--- src/rtl/alu_pkg.sv ---
// Shared definitions for the sequential ALU: opcode map, FSM states,
// compare result codes and the opcode class decoder.
package alu_pkg;

    localparam logic [3:0] OP_ADD  = 4'b0000;
    localparam logic [3:0] OP_SUB  = 4'b0001;
    localparam logic [3:0] OP_MUL  = 4'b0010;
    localparam logic [3:0] OP_DIV  = 4'b0011;
    localparam logic [3:0] OP_AND  = 4'b0100;
    localparam logic [3:0] OP_OR   = 4'b0101;
    localparam logic [3:0] OP_NAND = 4'b0110;
    localparam logic [3:0] OP_NOR  = 4'b0111;
    localparam logic [3:0] OP_XOR  = 4'b1000;
    localparam logic [3:0] OP_XNOR = 4'b1001;
    localparam logic [3:0] OP_EQ   = 4'b1010;
    localparam logic [3:0] OP_GT   = 4'b1011;
    localparam logic [3:0] OP_LT   = 4'b1100;
    localparam logic [3:0] OP_SHR  = 4'b1101;
    localparam logic [3:0] OP_SHL  = 4'b1110;
    localparam logic [3:0] OP_RSVD = 4'b1111;

    localparam logic [1:0] CMP_EQ_RES = 2'd1;
    localparam logic [1:0] CMP_GT_RES = 2'd2;
    localparam logic [1:0] CMP_LT_RES = 2'd3;

    typedef enum logic [0:0] {
        IDLE = 1'b0,
        DIV  = 1'b1
    } state_t;

    typedef struct packed {
        logic arith;
        logic logic_c;
        logic cmp;
        logic shift;
    } class_t;

    // Map an opcode to its class flags; reserved opcode has no class.
    function automatic class_t class_decode(input logic [3:0] op);
        class_t c;
        c = 4'b0000;
        case (op)
            OP_ADD, OP_SUB, OP_MUL, OP_DIV:                   c.arith   = 1'b1;
            OP_AND, OP_OR, OP_NAND, OP_NOR, OP_XOR, OP_XNOR:  c.logic_c = 1'b1;
            OP_EQ, OP_GT, OP_LT:                              c.cmp     = 1'b1;
            OP_SHR, OP_SHL:                                   c.shift   = 1'b1;
            default:                                          c         = 4'b0000;
        endcase
        return c;
    endfunction

endpackage

--- src/rtl/alu_div_iter.sv ---
// Iterative restoring divider: one quotient bit per cycle, MSB first.
// done is raised once WIDTH iterations have completed and drops on the
// following edge.
module alu_div_iter #(
    parameter int WIDTH = 16
) (
    input  logic             clk,
    input  logic             rst_n,
    input  logic             start,
    input  logic [WIDTH-1:0] dividend,
    input  logic [WIDTH-1:0] divisor,
    output logic             done,
    output logic [WIDTH-1:0] quotient,
    output logic [WIDTH-1:0] remainder
);

    localparam int CW = $clog2(WIDTH + 1);

    logic             busy_r;
    logic [CW-1:0]    cnt_r;
    logic [WIDTH-1:0] quo_r;
    logic [WIDTH-1:0] rem_r;
    logic [WIDTH-1:0] dvs_r;

    logic [WIDTH:0]   shifted_s;
    logic [WIDTH-1:0] diff_s;
    logic             ge_s;
    logic             done_s;

    // Partial remainder shifted left with the next dividend bit; the
    // difference fits WIDTH bits because the remainder stays below divisor.
    always_comb begin
        shifted_s = {rem_r, quo_r[WIDTH-1]};
        diff_s    = shifted_s[WIDTH-1:0] - dvs_r;
        ge_s      = (shifted_s >= {1'b0, dvs_r});
        done_s    = busy_r && (cnt_r == CW'(WIDTH));
    end

    // Load on start, iterate while busy, release after the last bit.
    always_ff @(posedge clk) begin
        if (!rst_n) begin
            busy_r <= 1'b0;
            cnt_r  <= {CW{1'b0}};
            quo_r  <= {WIDTH{1'b0}};
            rem_r  <= {WIDTH{1'b0}};
            dvs_r  <= {WIDTH{1'b0}};
        end else if (start) begin
            busy_r <= 1'b1;
            cnt_r  <= {CW{1'b0}};
            quo_r  <= dividend;
            rem_r  <= {WIDTH{1'b0}};
            dvs_r  <= divisor;
        end else if (done_s) begin
            busy_r <= 1'b0;
        end else if (busy_r) begin
            cnt_r <= cnt_r + CW'(1);
            if (ge_s) begin
                rem_r <= diff_s;
                quo_r <= {quo_r[WIDTH-2:0], 1'b1};
            end else begin
                rem_r <= shifted_s[WIDTH-1:0];
                quo_r <= {quo_r[WIDTH-2:0], 1'b0};
            end
        end
    end

    assign done      = done_s;
    assign quotient  = quo_r;
    assign remainder = rem_r;

endmodule

--- src/rtl/alu_seq.sv ---
// Sequential ALU with valid/ready input handshake. Single-cycle ops are
// registered at accept and produce results one edge later; division by a
// non-zero divisor runs through the iterative divider.
module alu_seq
    import alu_pkg::*;
#(
    parameter int WIDTH = 16
) (
    input  logic             clk,
    input  logic             rst_n,
    input  logic             in_valid,
    output logic             in_ready,
    input  logic [WIDTH-1:0] A,
    input  logic [WIDTH-1:0] B,
    input  logic [3:0]       ALU_FUN,
    output logic [WIDTH-1:0] ALU_OUT,
    output logic [WIDTH-1:0] ALU_OUT_HI,
    output logic             out_valid,
    output logic             ARITH_FLAG,
    output logic             LOGIC_FLAG,
    output logic             CMP_FLAG,
    output logic             SHIFT_FLAG,
    output logic             CARRY_FLAG,
    output logic             ZERO_FLAG,
    output logic             DIV_ZERO
);

    state_t           state_r, state_nxt_s;
    logic             in_ready_s;
    logic             accept_s, div_start_s;
    logic             pend_r;
    logic [3:0]       op_r;
    logic [WIDTH-1:0] a_r, b_r;

    logic             div_done_s;
    logic [WIDTH-1:0] div_quo_s, div_rem_s;

    logic [WIDTH:0]     sum_s;
    logic [2*WIDTH-1:0] mul_s;
    logic [WIDTH-1:0]   res_lo_s, res_hi_s;
    logic               carry_s, divz_s;
    class_t             cls_s, div_cls_s;

    logic [WIDTH-1:0] out_lo_r, out_hi_r;
    logic             out_valid_r, carry_r, zero_r, divz_r;
    class_t           cls_r;

    assign accept_s    = in_valid && in_ready_s;
    assign div_start_s = accept_s && (ALU_FUN == OP_DIV) && (B != {WIDTH{1'b0}});
    assign div_cls_s   = class_decode(OP_DIV);

    // FSM state register.
    always_ff @(posedge clk) begin
        if (!rst_n) begin
            state_r <= IDLE;
        end else begin
            state_r <= state_nxt_s;
        end
    end

    // FSM next-state: enter DIV on a real division, leave when it completes.
    always_comb begin
        state_nxt_s = state_r;
        case (state_r)
            IDLE: begin
                if (div_start_s) state_nxt_s = DIV;
                else             state_nxt_s = IDLE;
            end
            DIV: begin
                if (div_done_s) state_nxt_s = IDLE;
                else            state_nxt_s = DIV;
            end
            default: state_nxt_s = IDLE;
        endcase
    end

    // FSM output: ready only while idle.
    always_comb begin
        in_ready_s = 1'b0;
        case (state_r)
            IDLE:    in_ready_s = 1'b1;
            DIV:     in_ready_s = 1'b0;
            default: in_ready_s = 1'b0;
        endcase
    end

    // Capture operands at accept; pend_r marks a single-cycle op to retire.
    always_ff @(posedge clk) begin
        if (!rst_n) begin
            pend_r <= 1'b0;
            op_r   <= 4'b0000;
            a_r    <= {WIDTH{1'b0}};
            b_r    <= {WIDTH{1'b0}};
        end else begin
            pend_r <= accept_s && !div_start_s;
            if (accept_s) begin
                op_r <= ALU_FUN;
                a_r  <= A;
                b_r  <= B;
            end
        end
    end

    alu_div_iter #(.WIDTH(WIDTH)) u_div (
        .clk       (clk),
        .rst_n     (rst_n),
        .start     (div_start_s),
        .dividend  (A),
        .divisor   (B),
        .done      (div_done_s),
        .quotient  (div_quo_s),
        .remainder (div_rem_s)
    );

    // Single-cycle datapath on the captured operands. OP_DIV only reaches
    // here with a zero divisor.
    always_comb begin
        sum_s    = {1'b0, a_r} + {1'b0, b_r};
        mul_s    = {{WIDTH{1'b0}}, a_r} * {{WIDTH{1'b0}}, b_r};
        res_lo_s = {WIDTH{1'b0}};
        res_hi_s = {WIDTH{1'b0}};
        carry_s  = 1'b0;
        divz_s   = 1'b0;
        cls_s    = class_decode(op_r);
        case (op_r)
            OP_ADD:  begin res_lo_s = sum_s[WIDTH-1:0]; carry_s = sum_s[WIDTH]; end
            OP_SUB:  begin res_lo_s = a_r - b_r; carry_s = (a_r < b_r); end
            OP_MUL:  begin res_lo_s = mul_s[WIDTH-1:0]; res_hi_s = mul_s[2*WIDTH-1:WIDTH]; end
            OP_DIV:  begin res_lo_s = {WIDTH{1'b1}}; res_hi_s = a_r; divz_s = 1'b1; end
            OP_AND:  res_lo_s = a_r & b_r;
            OP_OR:   res_lo_s = a_r | b_r;
            OP_NAND: res_lo_s = ~(a_r & b_r);
            OP_NOR:  res_lo_s = ~(a_r | b_r);
            OP_XOR:  res_lo_s = a_r ^ b_r;
            OP_XNOR: res_lo_s = ~(a_r ^ b_r);
            OP_EQ: begin
                if (a_r == b_r) res_lo_s = {{(WIDTH-2){1'b0}}, CMP_EQ_RES};
                else            res_lo_s = {WIDTH{1'b0}};
            end
            OP_GT: begin
                if (a_r > b_r) res_lo_s = {{(WIDTH-2){1'b0}}, CMP_GT_RES};
                else           res_lo_s = {WIDTH{1'b0}};
            end
            OP_LT: begin
                if (a_r < b_r) res_lo_s = {{(WIDTH-2){1'b0}}, CMP_LT_RES};
                else           res_lo_s = {WIDTH{1'b0}};
            end
            OP_SHR:  begin res_lo_s = {1'b0, a_r[WIDTH-1:1]}; carry_s = a_r[0]; end
            OP_SHL:  begin res_lo_s = {a_r[WIDTH-2:0], 1'b0}; carry_s = a_r[WIDTH-1]; end
            default: begin res_lo_s = {WIDTH{1'b0}}; cls_s = 4'b0000; end
        endcase
    end

    // Result/flag registers: load on retire, otherwise hold; out_valid pulses.
    always_ff @(posedge clk) begin
        if (!rst_n) begin
            out_valid_r <= 1'b0;
            out_lo_r    <= {WIDTH{1'b0}};
            out_hi_r    <= {WIDTH{1'b0}};
            carry_r     <= 1'b0;
            zero_r      <= 1'b0;
            divz_r      <= 1'b0;
            cls_r       <= 4'b0000;
        end else if (pend_r) begin
            out_valid_r <= 1'b1;
            out_lo_r    <= res_lo_s;
            out_hi_r    <= res_hi_s;
            carry_r     <= carry_s;
            zero_r      <= (res_lo_s == {WIDTH{1'b0}});
            divz_r      <= divz_s;
            cls_r       <= cls_s;
        end else if ((state_r == DIV) && div_done_s) begin
            out_valid_r <= 1'b1;
            out_lo_r    <= div_quo_s;
            out_hi_r    <= div_rem_s;
            carry_r     <= 1'b0;
            zero_r      <= (div_quo_s == {WIDTH{1'b0}});
            divz_r      <= 1'b0;
            cls_r       <= div_cls_s;
        end else begin
            out_valid_r <= 1'b0;
        end
    end

    assign in_ready   = in_ready_s;
    assign out_valid  = out_valid_r;
    assign ALU_OUT    = out_lo_r;
    assign ALU_OUT_HI = out_hi_r;
    assign CARRY_FLAG = carry_r;
    assign ZERO_FLAG  = zero_r;
    assign DIV_ZERO   = divz_r;
    assign ARITH_FLAG = cls_r.arith;
    assign LOGIC_FLAG = cls_r.logic_c;
    assign CMP_FLAG   = cls_r.cmp;
    assign SHIFT_FLAG = cls_r.shift;

endmodule

--- config.mk ---
export PLATFORM = sky130hd
export DESIGN_NAME = alu_seq
export DESIGN_NICKNAME = d
export VERILOG_FILES = /design/src/rtl/alu_pkg.sv /design/src/rtl/alu_div_iter.sv /design/src/rtl/alu_seq.sv
export SDC_FILE = /design/constraint.sdc
export NUM_CORES = 1
export LEC_CHECK = 0
export CORE_MARGIN = 3
export CORE_UTILIZATION = 40
export DETAILED_ROUTE_END_ITERATION = 12
export PLACE_DENSITY = 0.62
export SYNTH_ARGS = -nofsm -noshare
export SYNTH_HDL_FRONTEND = slang
export SYNTH_SLANG_ARGS = --single-unit
--- constraint.sdc ---
create_clock -name clk -period 10.62 [get_ports clk]
set_input_delay 1.062 -clock clk [delete_from_list [all_inputs] [get_ports clk]]
set_output_delay 1.062 -clock clk [all_outputs]
set_load 0.01 [all_outputs]
==> results.cfg <==
[outcome]
status = finished, final reports clean

[finish]
fin_cells = 2931
layout_common_cells = nand2_1, inv_1, nor2_1
drive_gt1_share_pct = 4.660
register_area_um2 = 2646
num-fill-cells = 4536
final_common_cell = nand2_1
multi_input_area_um2 = 13680
synthToLayoutAreaGrowth_pct = 9.687
final_nets = 2734
diodes = 0

[synth]
synth.net_count = 2741
yosysSeqAreaShare_pct = 14.54
ys_ff_latch = 132
synth_edf_count = 0
synth_cell_types = 90
synth_ff_type = dfxtp_1
yosysWarnings = 0
async_flop_share_pct = 0
syn_area_per_cell_um2 = 7.786
synth.cell_area_um2 = 18170
synthCells = 2334

[global_route]
grt_overflow = 0
track_usage_pct = 28.89
grt_pass1_wl_um = 105900
antenna_found_initial = 0
grt_start_max_net_pins = 90
grt_pass1_vias = 17430

[clock_tree]
ctsLongestPathBuffers = 2
numCtsBuffers = 17
clkSinkCount = 132
path_clk_slew_ps = 70
postCtsSetupRepairBufs = 0
cts.htree.levels = 4
cts_tree = done
holdBufCountCts = 0
root_buffer = clkbuf_16
clock_latency_ps = 430
ctsResizeCount = 0

[power_and_ir_drop]
leakage_uw = 0.008661
total_power_uw = 1791
clock_power_share_pct = 33.4
ir_worst_vdd_mv = 0.1013
p_per_area_nw_per_um2 = 89.85
switching_share_pct = 39.34
comb_power_share_pct = 35.7
intPower_uw = 1087
switchingPower_uw = 704.5
pwr-share-seq_pct = 30.9

[die]
die_area_um2 = 48030
core_area_um2 = 44510
top_level_ports = 80
die_h_um = 219.2
start_util_pct = 40.83
rows = 77
fp.dieW_um = 219.2

[timing]
fin_crit_ps = 7708
worst_pin_slew_ps = 1017
setup_viol = 0
report.final.slew_viol_count = 0
setup_tns_ps = 0
rsz0062_at_grt = false
fin_worst_skew_ps = 17.57
hold_viol_final = 0
slew_headroom_pct = 32.17
post-route-period-util_pct = 72.58
clock.fmax_mhz = 129.7
layout_setup_ws_ps = 2912

[drt]
avgViaCountPerCell = 5.971
ant_nets = 0
detail_route.iter0.violations = 1965
drt_wl_total_um = 68940
vias = 17500
detail_route.wl_per_cell_um = 23.52
drc = 0
dr.pass1.iters = 5

[placement]
dp_cells = 2900
place_ws_ps = 3014
hpwl_um = 52500
globalplace.congestion = 0.9802
port_buffers = 79

[hold_path]
hp-class = register to register

[setup_path]
cp.required_ps = 10900
cp_top_family = adder cells
cp.arrival_ps = 7980
path_max_fanout = 11
cp-end-kind = register
start_kind = register
cp_slowest_cell = dfxtp_1
worst-path-buf-inv = 5
critPathKind = register to register
critPathMaxStageDelay_ps = 780
path_cells = clkinv_1 > nor2_1 > fa_1 > inv_1 > fa_1 > fa_1 > fa_1 > inv_1 > fa_1 > inv_1 > fa_1 > inv_1 > ha_1 > a21oi_1 > and3b_1 > and3_1 > nor4_1 > nor2_1 > o31ai_1 > a311oi_1 > xnor2_1 > o22ai_1
crit_top_cell = fa_1

[flow_run]
maxCapViolations = 0
[cell families after synthesis]
logic type,count (synthesis),share of synthesized area (%)
xor gates and xnor gates,48,2.313
AOI/OAI and AO/OA,479,18.24
muxes,37,2.059
DFF,132,14.54
and+or+nand+nor,803,19.15
buffers and inverters,467,10.27
adders and majority gates,368,33.43
[cell type report]
cell class	instances	area share [%]
multi-input cells	1735	68.64
repair buffers	115	5.323
inverters	326	6.139
well taps	592	3.716
clock buffers	18	2.153
clock inverters	13	0.7532
flip-flops and latches	132	13.28
[worst register-to-register path, stage by stage, from the launching register on]
cell and delay [ps]:
dfxtp_1 780, clkinv_1 660, nor2_1 280, fa_1 440
inv_1 80, fa_1 430, fa_1 450, fa_1 510
inv_1 60, fa_1 540, inv_1 50, fa_1 470
inv_1 40, ha_1 360, a21oi_1 130, and3b_1 180
and3_1 230, nor4_1 480, nor2_1 250, o31ai_1 600
a311oi_1 220, xnor2_1 230, o22ai_1 110
[Yosys cell counts (7+ instances only)]
| library cell | count | area, µm² |
|---|---|---|
| buf_1 | 7 | 26.28 |
| and3_1 | 10 | 62.56 |
| a31oi_1 | 31 | 193.9 |
| nor2_1 | 262 | 983.4 |
| xor2_1 | 21 | 183.9 |
| nor3_1 | 32 | 160.2 |
| o31ai_1 | 8 | 60.06 |
| nor2b_1 | 26 | 162.7 |
| a22o_1 | 7 | 61.31 |
| nand3_1 | 34 | 170.2 |
| a221o_1 | 8 | 80.08 |
| o22a_1 | 10 | 87.58 |
| fa_1 | 196 | 3924 |
| o21ai_0 | 61 | 305.3 |
| o21a_1 | 8 | 60.06 |
| nand4_1 | 15 | 93.84 |
| a211oi_1 | 28 | 210.2 |
| inv_1 | 311 | 1167 |
| o211ai_1 | 14 | 105.1 |
| xnor2_1 | 27 | 236.5 |
| a311oi_1 | 21 | 183.9 |
| nand2_1 | 346 | 1299 |
| dfxtp_1 | 132 | 2643 |
| a21o_1 | 20 | 150.1 |
| a22oi_1 | 13 | 97.59 |
| mux2i_1 | 34 | 340.3 |
| a21oi_1 | 128 | 640.6 |
| nor4_1 | 19 | 118.9 |
| o22ai_1 | 20 | 125.1 |
| clkbuf_1 | 101 | 379.1 |
| clkinv_1 | 9 | 33.78 |
| ha_1 | 172 | 2152 |
| a221oi_1 | 13 | 113.9 |
| o221ai_1 | 13 | 113.9 |
| buf_2 | 18 | 90.09 |
| buf_4 | 7 | 52.55 |
| nand2b_1 | 22 | 137.6 |
[routing by layer]
metal	global-route usage [%]	routed length (µm)	share of wire (%)
met1	37.44	27910	40
met2	46.99	31490	46
met3	5.442	6000	8.7
met4	12.72	3544	5.1
met5	0	0	0
[path summary, 6_finish.rpt]
kind	startpoint	endpoint	slack [ps]	cells after the start
hold / removal	op_r[0]$_SDFFE_PN0P_	op_r[0]$_SDFFE_PN0P_	460	2
setup / recovery	b_r[6]$_SDFFE_PN0P_	ALU_OUT_HI[15]$_SDFFE_PN0P_	2910	22
hold reg to reg	op_r[0]$_SDFFE_PN0P_	op_r[0]$_SDFFE_PN0P_	460	2
setup reg to reg	b_r[6]$_SDFFE_PN0P_	ALU_OUT_HI[15]$_SDFFE_PN0P_	2910	22
[metrics by stage]
stage | util (%) | cell area (µm²) | hold slack [ps]
3_5_place_dp | 43.48 | 19350 | 455.1
4_1_cts | 44.79 | 19930 | 463.6
2_1_floorplan | - | 18170 | 463.4
6_report | 44.79 | 19930 | 461.4
3_3_place_gp | 43.48 | 19350 | 443.3
5_1_grt | 44.79 | 19930 | 498.8
[flip-flops by register name (all words and copies together), names as in the netlist, 4 cells and up]
signal and cells:
ALU_OUT_HI 16, u_div.remainder 16, ALU_OUT 16, b_r 16, op_r 4, u_div.quotient 16
u_div.dvs_r 16, u_div.cnt_r 5, a_r 16
[power by group through the flow]
stage | clock [µW] | sequential [µW] | combinational (µW)
2_1_floorplan | 0 | 538 | 429
3_3_place_gp | 0 | 562 | 622
3_5_place_dp | 0 | 561 | 625
4_1_cts | 603 | 551 | 630
5_1_grt | 622 | 554 | 696
6_report | 598 | 553 | 640
(Power assumes the default switching activity.)
